===== config.mk =====
export PLATFORM = sky130hd
export DESIGN_NAME = operand_fetch_stage
export DESIGN_NICKNAME = d
export VERILOG_FILES = /design/src/rtl/operand_fetch_stage.sv
export SDC_FILE = /design/constraint.sdc
export NUM_CORES = 1
export LEC_CHECK = 0
export CAP_MARGIN = 20
export CORE_MARGIN = 2
export CORE_UTILIZATION = 43
export CTS_CLUSTER_DIAMETER = 100
export DETAILED_ROUTE_END_ITERATION = 10
export PLACE_DENSITY = 0.86
export SETUP_SLACK_MARGIN = 0.3
export SLEW_MARGIN = 20
export SYNTH_ARGS = -nofsm -noshare
export SYNTH_HDL_FRONTEND = slang
export SYNTH_SLANG_ARGS = --single-unit

===== constraint.sdc =====
create_clock -name clk -period 3.7 [get_ports clk]
set_input_delay 0.37 -clock clk [delete_from_list [all_inputs] [get_ports clk]]
set_output_delay 0.37 -clock clk [all_outputs]
set_load 0.01 [all_outputs]

===== src/rtl/operand_fetch_stage.sv =====
// Operand fetch stage: reads the register file, forwards from EX/MEM and MEM/WB, and stalls on load-use or stale reads.
// Latency is 2 cycles from accept to out_valid, plus 1 after a write-coincident read, plus 1 per load-use cycle.
// Backpressure: in_ready is low while an instruction is in flight unless the held bundle is being handed off.
module operand_fetch_stage #(
    parameter int DW  = 32,
    parameter int AW  = 6,
    parameter int OPW = 4
) (
    input  logic           clk,
    input  logic           rst,
    input  logic           in_valid,
    output logic           in_ready,
    input  logic [AW-1:0]  in_rs,
    input  logic [AW-1:0]  in_rt,
    input  logic [AW-1:0]  in_rd,
    input  logic [OPW-1:0] in_op,
    input  logic           in_is_load,
    output logic [AW-1:0]  rf_rs,
    output logic [AW-1:0]  rf_rt,
    input  logic [DW-1:0]  rf_xrs,
    input  logic [DW-1:0]  rf_xrt,
    input  logic           exm_wr,
    input  logic           exm_is_load,
    input  logic [AW-1:0]  exm_rd,
    input  logic [DW-1:0]  exm_data,
    input  logic           wb_wr,
    input  logic [AW-1:0]  wb_rd,
    input  logic [DW-1:0]  wb_data,
    output logic           out_valid,
    input  logic           out_ready,
    output logic [DW-1:0]  out_a,
    output logic [DW-1:0]  out_b,
    output logic [AW-1:0]  out_rd,
    output logic [OPW-1:0] out_op,
    output logic           out_is_load,
    output logic           hazard_stall
);

    typedef enum logic [1:0] {EMPTY, FETCH, FULL} state_t;

    state_t         state_q, state_d;
    logic           stale_q, stale_d;
    logic [AW-1:0]  rs_q, rt_q, rd_q;
    logic [OPW-1:0] op_q;
    logic           ld_q;
    logic [DW-1:0]  a_q, b_q;

    logic           accept;
    logic           capture;
    logic           load_use;
    logic [DW-1:0]  fwd_a, fwd_b;

    assign load_use = exm_wr & exm_is_load & ((exm_rd == rs_q) | (exm_rd == rt_q));

    // Youngest producer wins: EX/MEM result, then the value being written back, then the file.
    assign fwd_a = (exm_wr & ~exm_is_load & (exm_rd == rs_q)) ? exm_data :
                   (wb_wr & (wb_rd == rs_q))                  ? wb_data  : rf_xrs;
    assign fwd_b = (exm_wr & ~exm_is_load & (exm_rd == rt_q)) ? exm_data :
                   (wb_wr & (wb_rd == rt_q))                  ? wb_data  : rf_xrt;

    always_ff @(posedge clk) begin
        if (rst) begin
            state_q <= EMPTY;
            stale_q <= 1'b0;
        end else begin
            state_q <= state_d;
            stale_q <= stale_d;
        end
    end

    always_comb begin
        state_d = state_q;
        case (state_q)
            EMPTY:   if (in_valid) state_d = FETCH;
            FETCH:   if (!load_use && !stale_q) state_d = FULL;
            FULL:    if (out_ready) state_d = in_valid ? FETCH : EMPTY;
            default: state_d = EMPTY;
        endcase
    end

    always_comb begin
        in_ready     = (state_q == EMPTY) | ((state_q == FULL) & out_ready);
        accept       = in_valid & in_ready;
        hazard_stall = (state_q == FETCH) & (load_use | stale_q);
        capture      = (state_q == FETCH) & ~load_use & ~stale_q;
        out_valid    = (state_q == FULL);
        rf_rs        = accept ? in_rs : rs_q;
        rf_rt        = accept ? in_rt : rt_q;
        // Any write cycle while the read is still pending forces one clean re-read.
        stale_d      = wb_wr & (accept | hazard_stall);
    end

    always_ff @(posedge clk) begin
        if (rst) begin
            rs_q <= '0;
            rt_q <= '0;
            rd_q <= '0;
            op_q <= '0;
            ld_q <= 1'b0;
            a_q  <= '0;
            b_q  <= '0;
        end else begin
            if (accept) begin
                rs_q <= in_rs;
                rt_q <= in_rt;
                rd_q <= in_rd;
                op_q <= in_op;
                ld_q <= in_is_load;
            end
            if (capture) begin
                a_q <= fwd_a;
                b_q <= fwd_b;
            end else if ((state_q == FULL) && wb_wr) begin
                if (wb_rd == rs_q) a_q <= wb_data;
                if (wb_rd == rt_q) b_q <= wb_data;
            end
        end
    end

    assign out_a       = a_q;
    assign out_b       = b_q;
    assign out_rd      = rd_q;
    assign out_op      = op_q;
    assign out_is_load = ld_q;

endmodule


==> impl_metrics.csv, run 1 <==
group,metric,value,unit
power,leakage,2.89,nW
floorplan,fp.dieW,112,um
critical_path,cp.arrival,2.68,ns
global_routing,grt_use_met3,0.0745,
global_routing,gr-usage-met2,0.507,
power,ir_worst_vdd,0.197,mV
synthesis,synth_mux_area_frac,0.127,
routing,via_count,5745,
final_layout,nets,1004,
routing,drcViolationCount,0,
global_routing,grt-busiest-layer,"met2",
final_layout,diodes,0,
clock_network,tritoncts,"built",
final_layout,stdcell_area,0.00795,sq mm
routing,first_iter_violations,620,
routing,antenna_left,0,
clock_network,postCtsSetupBuffers,0,
timing,fin_hold_ws,0.457,ns
synthesis,synthArstFlopShare,0,
min_path,hp-start,"out_op[0]",
critical_path,r2r_start,"rt_q[4]",
clock_network,clk_latency,0.34,ns
synthesis,syn_nets,774,
synthesis,synth_fa_ha_area_frac,0,
timing,fmax,327,MHz
routing,vias_per_cell,5.86,
power,powerDensity,325,mW/mm^2
global_routing,grt_max_degree,65,
clock_network,htreeDepth,3,
global_routing,use_met1,0.329,
floorplan,coreArea,0.0114,sq mm
placement,dp_hpwl,13.3,mm
global_routing,grt_pass1_vias,5762,
global_routing,antenna_found_initial,0,
placement,placed_cell_area,0.00766,sq mm
synthesis,synth_compound_area_frac,0.237,
floorplan,start_util,0.440,
clock_network,clk_pin_slew,0.06,ns
timing,setup_tns,0,ns
placement,place_congestion,0.935,
routing,wl_per_cell,19.1,um
timing,fin_skew,0.00632,ns
global_routing,track_usage,0.287,
timing,maxSlewViolCount,0,
timing,rsz0062_at_grt,"false",
critical_path,startpoint,"out_ready",
critical_path,crit_fanout,23,
synthesis,yosys_warnings,0,
synthesis,synthSimpleGateAreaFrac,0.175,
final_layout,final_layout_size_suffix_gt1_frac,0.0704,
synthesis,syn_inst,604,
placement,placedCellCount,966,
timing,hold_violations,0,
timing,relSlewSlack,0.459,
run_status,run_status,"finished, final reports clean",
floorplan,dieHeight,112,um
synthesis,ys_ff_latch,90,
clock_network,clkSinkCount,90,
critical_path,cp-end-kind,"output port",
synthesis,syn_avg_cell_area,8.33,sq um
synthesis,synthesis.area,0.00503,sq mm
synthesis,yosysSeqAreaShare,0.358,
synthesis,synth_xor_area_frac,0.0418,
placement,portBuffers,259,
job,max_cap_viol_count,0,
timing,worstMarginPinSlew,0.809,ns
synthesis,synth_top_family_by_area,"compound AO/OA/AOI/OAI gates",
clock_network,ctsLongestPathBuffers,2,
timing,fin_crit,3.05,ns
global_routing,gr-total-overflow,0,
min_path,hold_class,"flip-flop to flip-flop",
critical_path,cp.required,3.33,ns
clock_network,cts_buffers,9,
critical_path,worst_setup_path_start_kind,"primary input",
routing,routed_wl,18.7,mm
synthesis,synth-main-ff-cell,"dfxtp_1",
floorplan,rows,39,
synthesis,synth_edf_count,0,
clock_network,postCtsHoldBufs,0,
routing,drt_first_pass_iters,5,
final_layout,final_cells,981,
critical_path,critPathKind,"primary input to output port",
clock_network,cts_resized,0,
floorplan,die_area,0.0126,sq mm
timing,min_period_over_period,0.826,
floorplan,boundaryPins,260,
final_layout,syn2layout_area_growth,58.1,%
synthesis,synth.distinct_cells,33,
timing,finalSetupViolCount,0,
clock_network,cts-root-buf,"clkbuf_16",
final_layout,postLayoutCoreUtil,0.696,
global_routing,grt_pass1_wl,29.2,mm
==> path summary, 6_finish.rpt <==
| path | endpoint | slack [ns] | depth (start not counted) |
|---|---|---|---|
| min reg2reg | out_op[0] | 0.46 | 2 |
| min | out_op[0] | 0.46 | 2 |
| max | rf_rs[2] | 0.65 | 7 |
| max reg2reg | out_b[8] | 1.04 | 7 |
==> cell families (layout without fill, tap and decap cells) <==
group,count (synthesis),in the layout
XOR/XNOR,24,24
multiplexers,64,64
AND/OR/NAND/NOR,215,215
flip-flops,90,90
AO/OA/AOI/OAI,157,157
buffers and inverters,54,288
==> cell type report <==
class | instances | area [sq um]
Inverter | 3 | 11.3
Clock buffer | 12 | 246
Clock inverter | 3 | 40.0
Fill cell | 886 | 3470
Multi-Input combinational cell | 460 | 2960
Sequential cell | 90 | 1800
Timing Repair Buffer | 270 | 2710
Tap cell | 143 | 179
==> registers in the layout (all words and copies together), names as in the netlist <==
signal,flops
out_op,4
rs_q,6
state_q,2
out_rd,6
out_is_load,1
out_a,32
out_b,32
rt_q,6
stale_q,1
==> synthesized netlist by cell type, drive strengths merged (2+ instances only) <==
| master | n | share of area |
|---|---|---|
| a221o | 32 | 0.064 |
| buf | 21 | 0.035 |
| and2 | 3 | 0.0042 |
| a21oi | 27 | 0.027 |
| nand3 | 2 | 0.0020 |
| xnor2 | 17 | 0.030 |
| clkbuf | 30 | 0.022 |
| xor2 | 7 | 0.012 |
| nand2b | 3 | 0.0037 |
| inv | 3 | 0.0022 |
| dfxtp | 90 | 0.36 |
| nor3 | 2 | 0.0020 |
| or3 | 2 | 0.0035 |
| nand2 | 128 | 0.096 |
| mux2i | 64 | 0.13 |
| nand4 | 2 | 0.0025 |
| a211oi | 32 | 0.048 |
| o22ai | 32 | 0.040 |
| a31o | 32 | 0.056 |
| nor4 | 2 | 0.0025 |
| nor2 | 67 | 0.052 |
==> placed cells by master, fill, tap and decap left out, drive strengths merged, types with 3 or more instances in the layout <==
cell | netlist | routed
buf | 21 | 11
xnor2 | 17 | 17
o22ai | 32 | 32
nor2 | 67 | 67
xor2 | 7 | 7
a211oi | 32 | 32
clkdlybuf4s50 | 0 | 259
a31o | 32 | 32
nand2 | 128 | 128
a21oi | 27 | 27
a221o | 32 | 32
clkbuf | 30 | 12
nand2b | 3 | 3
dfxtp | 90 | 90
mux2i | 64 | 64
and2 | 3 | 3
inv | 3 | 3
==> through the flow <==
step | worst slack [ns] | power, mW
CTS | 0.607 | 2.59
global route | 0.453 | 2.68
floorplan | 1.71 | 1.31
global placement | 0.684 | 1.67
detailed placement | 0.571 | 1.68
finish | 0.645 | 2.58
==> critical path, cell delays in order <==
cell             delay (ns)
clkdlybuf4s50_1        0.51
inv_1                  0.07
a21oi_1                0.22
and2_1                 0.68
nand2_1                0.19
nand2_1                0.10
clkdlybuf4s50_1        0.54
==> per-layer routing <==
layer | vias to the layer above | wire (um)
li1 | 2654 | -
met1 | 2724 | 7240
met2 | 327 | 9460
met3 | 40 | 1570
met4 | 0 | 473
met5 | - | 0
==> power by group <==
group | switching [mW] | internal [mW] | total (mW) | leakage [nW]
registers | 0.0378 | 1.03 | 1.06 | 0.735
logic | 0.249 | 0.356 | 0.605 | 2.02
clock network | 0.375 | 0.537 | 0.911 | 0.142
total | 0.662 | 1.92 | 2.58 | 2.89
(Power assumes the default switching activity.)
==> run 2: changes to the inputs <==
--- a/config.mk
+++ b/config.mk
@@ -7,10 +7,10 @@
 export LEC_CHECK = 0
 export CAP_MARGIN = 20
 export CORE_MARGIN = 2
-export CORE_UTILIZATION = 43
+export CORE_UTILIZATION = 40
 export CTS_CLUSTER_DIAMETER = 100
 export DETAILED_ROUTE_END_ITERATION = 10
-export PLACE_DENSITY = 0.86
+export PLACE_DENSITY = 0.81
 export SETUP_SLACK_MARGIN = 0.3
 export SLEW_MARGIN = 20
 export SYNTH_ARGS = -nofsm -noshare
==> constraint.sdc (replaced) <==
create_clock -name clk -period 2.94 [get_ports clk]
set_input_delay 0.294 -clock clk [delete_from_list [all_inputs] [get_ports clk]]
set_output_delay 0.294 -clock clk [all_outputs]
set_load 0.01 [all_outputs]
==> run 2 against run 1 <==
Compared with the run above:
- clock power up 25%
- clock skew down 0.0014 ns
- final cell count up 3.8%
- setup slack worse by 0.28 ns
- sequential cell count unchanged
- critical endpoint is now hazard_stall
- highest routed layer unchanged
==> impl_metrics.csv, run 2 (synthesis gave the netlist of run 1 again) <==
group,metric,value,unit
final_layout,nets,1015,
critical_path,cpLargestDelayFamily,"buffers and inverters",
routing,antenna_left,0,
critical_path,crit_buf_inv,3,
clock_network,cts_buffers,9,
clock_network,clk_pin_slew,0.06,ns
critical_path,slowest_delay,0.54,ns
critical_path,cp.required,2.65,ns
critical_path,crit_fanout,3,
timing,relSlewSlack,0.720,
final_layout,final_common_cell,"clkdlybuf4s50_1",
power,ir_worst_vdd,0.429,mV
clock_network,clk_latency,0.35,ns
final_layout,fillers,990,
timing,fmax,389,MHz
critical_path,cp-end-kind,"output port",
power,pwr-share-clk,0.352,
critical_path,path_cells,"clkdlybuf4s50_1 > xor2_1 > nor4_2 > a41o_1 > o21bai_1 > inv_1 > clkdlybuf4s50_1",
critical_path,r2r_start,"rt_q[5]",
routing,drcViolationCount,0,
routing,routed_wl,18.9,mm
floorplan,die_area,0.0135,sq mm
power,leakage,2.93,nW
routing,via_count,5701,
placement,preCtsSetupSlack,0.242,ns
placement,dp_hpwl,13.8,mm
critical_path,cp.arrival,2.28,ns
clock_network,postCtsHoldBufs,0,
timing,min_period_over_period,0.874,
routing,drt_first_pass_iters,8,
floorplan,dieHeight,116,um
final_layout,final_layout_size_suffix_gt1_frac,0.0835,
critical_path,crit_top_cell,"clkdlybuf4s50_1",
global_routing,grt_pass1_vias,5884,
timing,maxSlewViolCount,0,
timing,worstMarginPinSlew,0.420,ns
run_status,run_status,"finished, final reports clean",
min_path,hold_class,"flip-flop to flip-flop",
global_routing,gr-total-overflow,0,
clock_network,cts-root-buf,"clkbuf_16",
timing,fin_crit,2.57,ns
global_routing,grt_max_degree,39,
timing,rsz0062_at_grt,"false",
job,max_cap_viol_count,0,
clock_network,tritoncts,"built",
timing,fin_skew,0.00492,ns
floorplan,boundaryPins,260,
critical_path,slowest_stage,"clkdlybuf4s50_1",
min_path,hp-start,"out_rd[2]",
power,power,3.25,mW
timing,finalWorstSetupSlack,0.370,ns
global_routing,antenna_found_initial,0,
clock_network,clkSinkCount,90,
final_layout,diodes,0,
critical_path,critPathKind,"primary input to output port",
routing,wl_per_cell,18.5,um
final_layout,stdcell_area,0.00805,sq mm
power,powerDensity,404,mW/mm^2
placement,place_congestion,0.875,
clock_network,ctsLongestPathBuffers,2,
power,seqPwrFrac,0.412,
floorplan,fp.dieW,116,um
timing,setup_tns,0,ns
final_layout,syn2layout_area_growth,60.1,%
routing,first_iter_violations,546,
critical_path,startpoint,"exm_rd[4]",
critical_path,worst_setup_path_start_kind,"primary input",
timing,finalSetupViolCount,0,
global_routing,track_usage,0.273,
routing,vias_per_cell,5.60,
timing,hold_violations,0,
floorplan,start_util,0.413,
global_routing,grt_pass1_wl,28.9,mm
power,p_comb_frac,0.236,
placement,portBuffers,259,
final_layout,final_cell_mix,"259 x clkdlybuf4s50_1, 126 x nand2_1, 90 x dfxtp_1, 65 x nor2_1, 64 x mux2i_1",
floorplan,rows,40,
power,p_sw_frac,0.260,
placement,placed_cell_area,0.00776,sq mm
clock_network,htreeDepth,3,
timing,fin_hold_ws,0.460,ns
power,p_int,2.41,mW
power,power.switching,0.845,mW
floorplan,coreArea,0.0122,sq mm
-- run 2: worst min-delay path: stages, from the launching register on --
cell     delay [ns]
dfxtp_1        0.31
nand2_1        0.05
a21oi_1        0.05
-- run 2: power by group through the flow --
stage                     clock network (mW)  registers, mW  logic, mW
after floorplan                            0           1.38      0.260
after global placement                     0           1.36      0.746
after detailed placement                   0           1.36      0.760
after CTS                               1.16           1.34      0.768
after global routing                    1.21           1.35      0.821
final                                   1.14           1.34      0.769
-- run 2: path summary, 6_finish.rpt --
kind | end | slack (ns) | cells after the start
worst min-delay path | out_rd[2] | 0.46 | 2
worst min register to register | out_rd[2] | 0.46 | 2
worst max-delay path | hazard_stall | 0.37 | 7
worst max register to register | out_b[9] | 0.66 | 7
-- run 2: what timing repair did --
item / 4_1_cts / 5_1_grt
buffers inserted: 0 / 0
setup endpoints to repair: 1 / 12
pin swaps: 0 / 0
resized for setup: 1 / 2
-- run 2: layout make-up --
type,instances,area (sq um),area share
Clock inverter,2,37.5,0.00466
Clock buffer,14,244,0.0303
Inverter,3,11.3,0.00140
Tap cell,168,210,0.0261
Multi-Input combinational cell,460,2960,0.368
Sequential cell,90,1800,0.224
Timing Repair Buffer,281,2780,0.346
-- run 2: through the flow --
step / std cells / util
2_1_floorplan: 604 / -
3_5_place_dp: 1002 / 0.638
5_1_grt: 1018 / 0.662
3_3_place_gp: 1002 / 0.638
6_report: 1018 / 0.662
4_1_cts: 1018 / 0.662
-- run 2: routing by layer --
metal / vias to the layer above / global-route usage / routed length (um)
met2: 347 / 0.499 / 9470
li1: 2663 / - / -
met4: 0 / 0.106 / 542
met5: - / 0 / 0
met3: 47 / 0.0944 / 1900
met1: 2644 / 0.287 / 6950
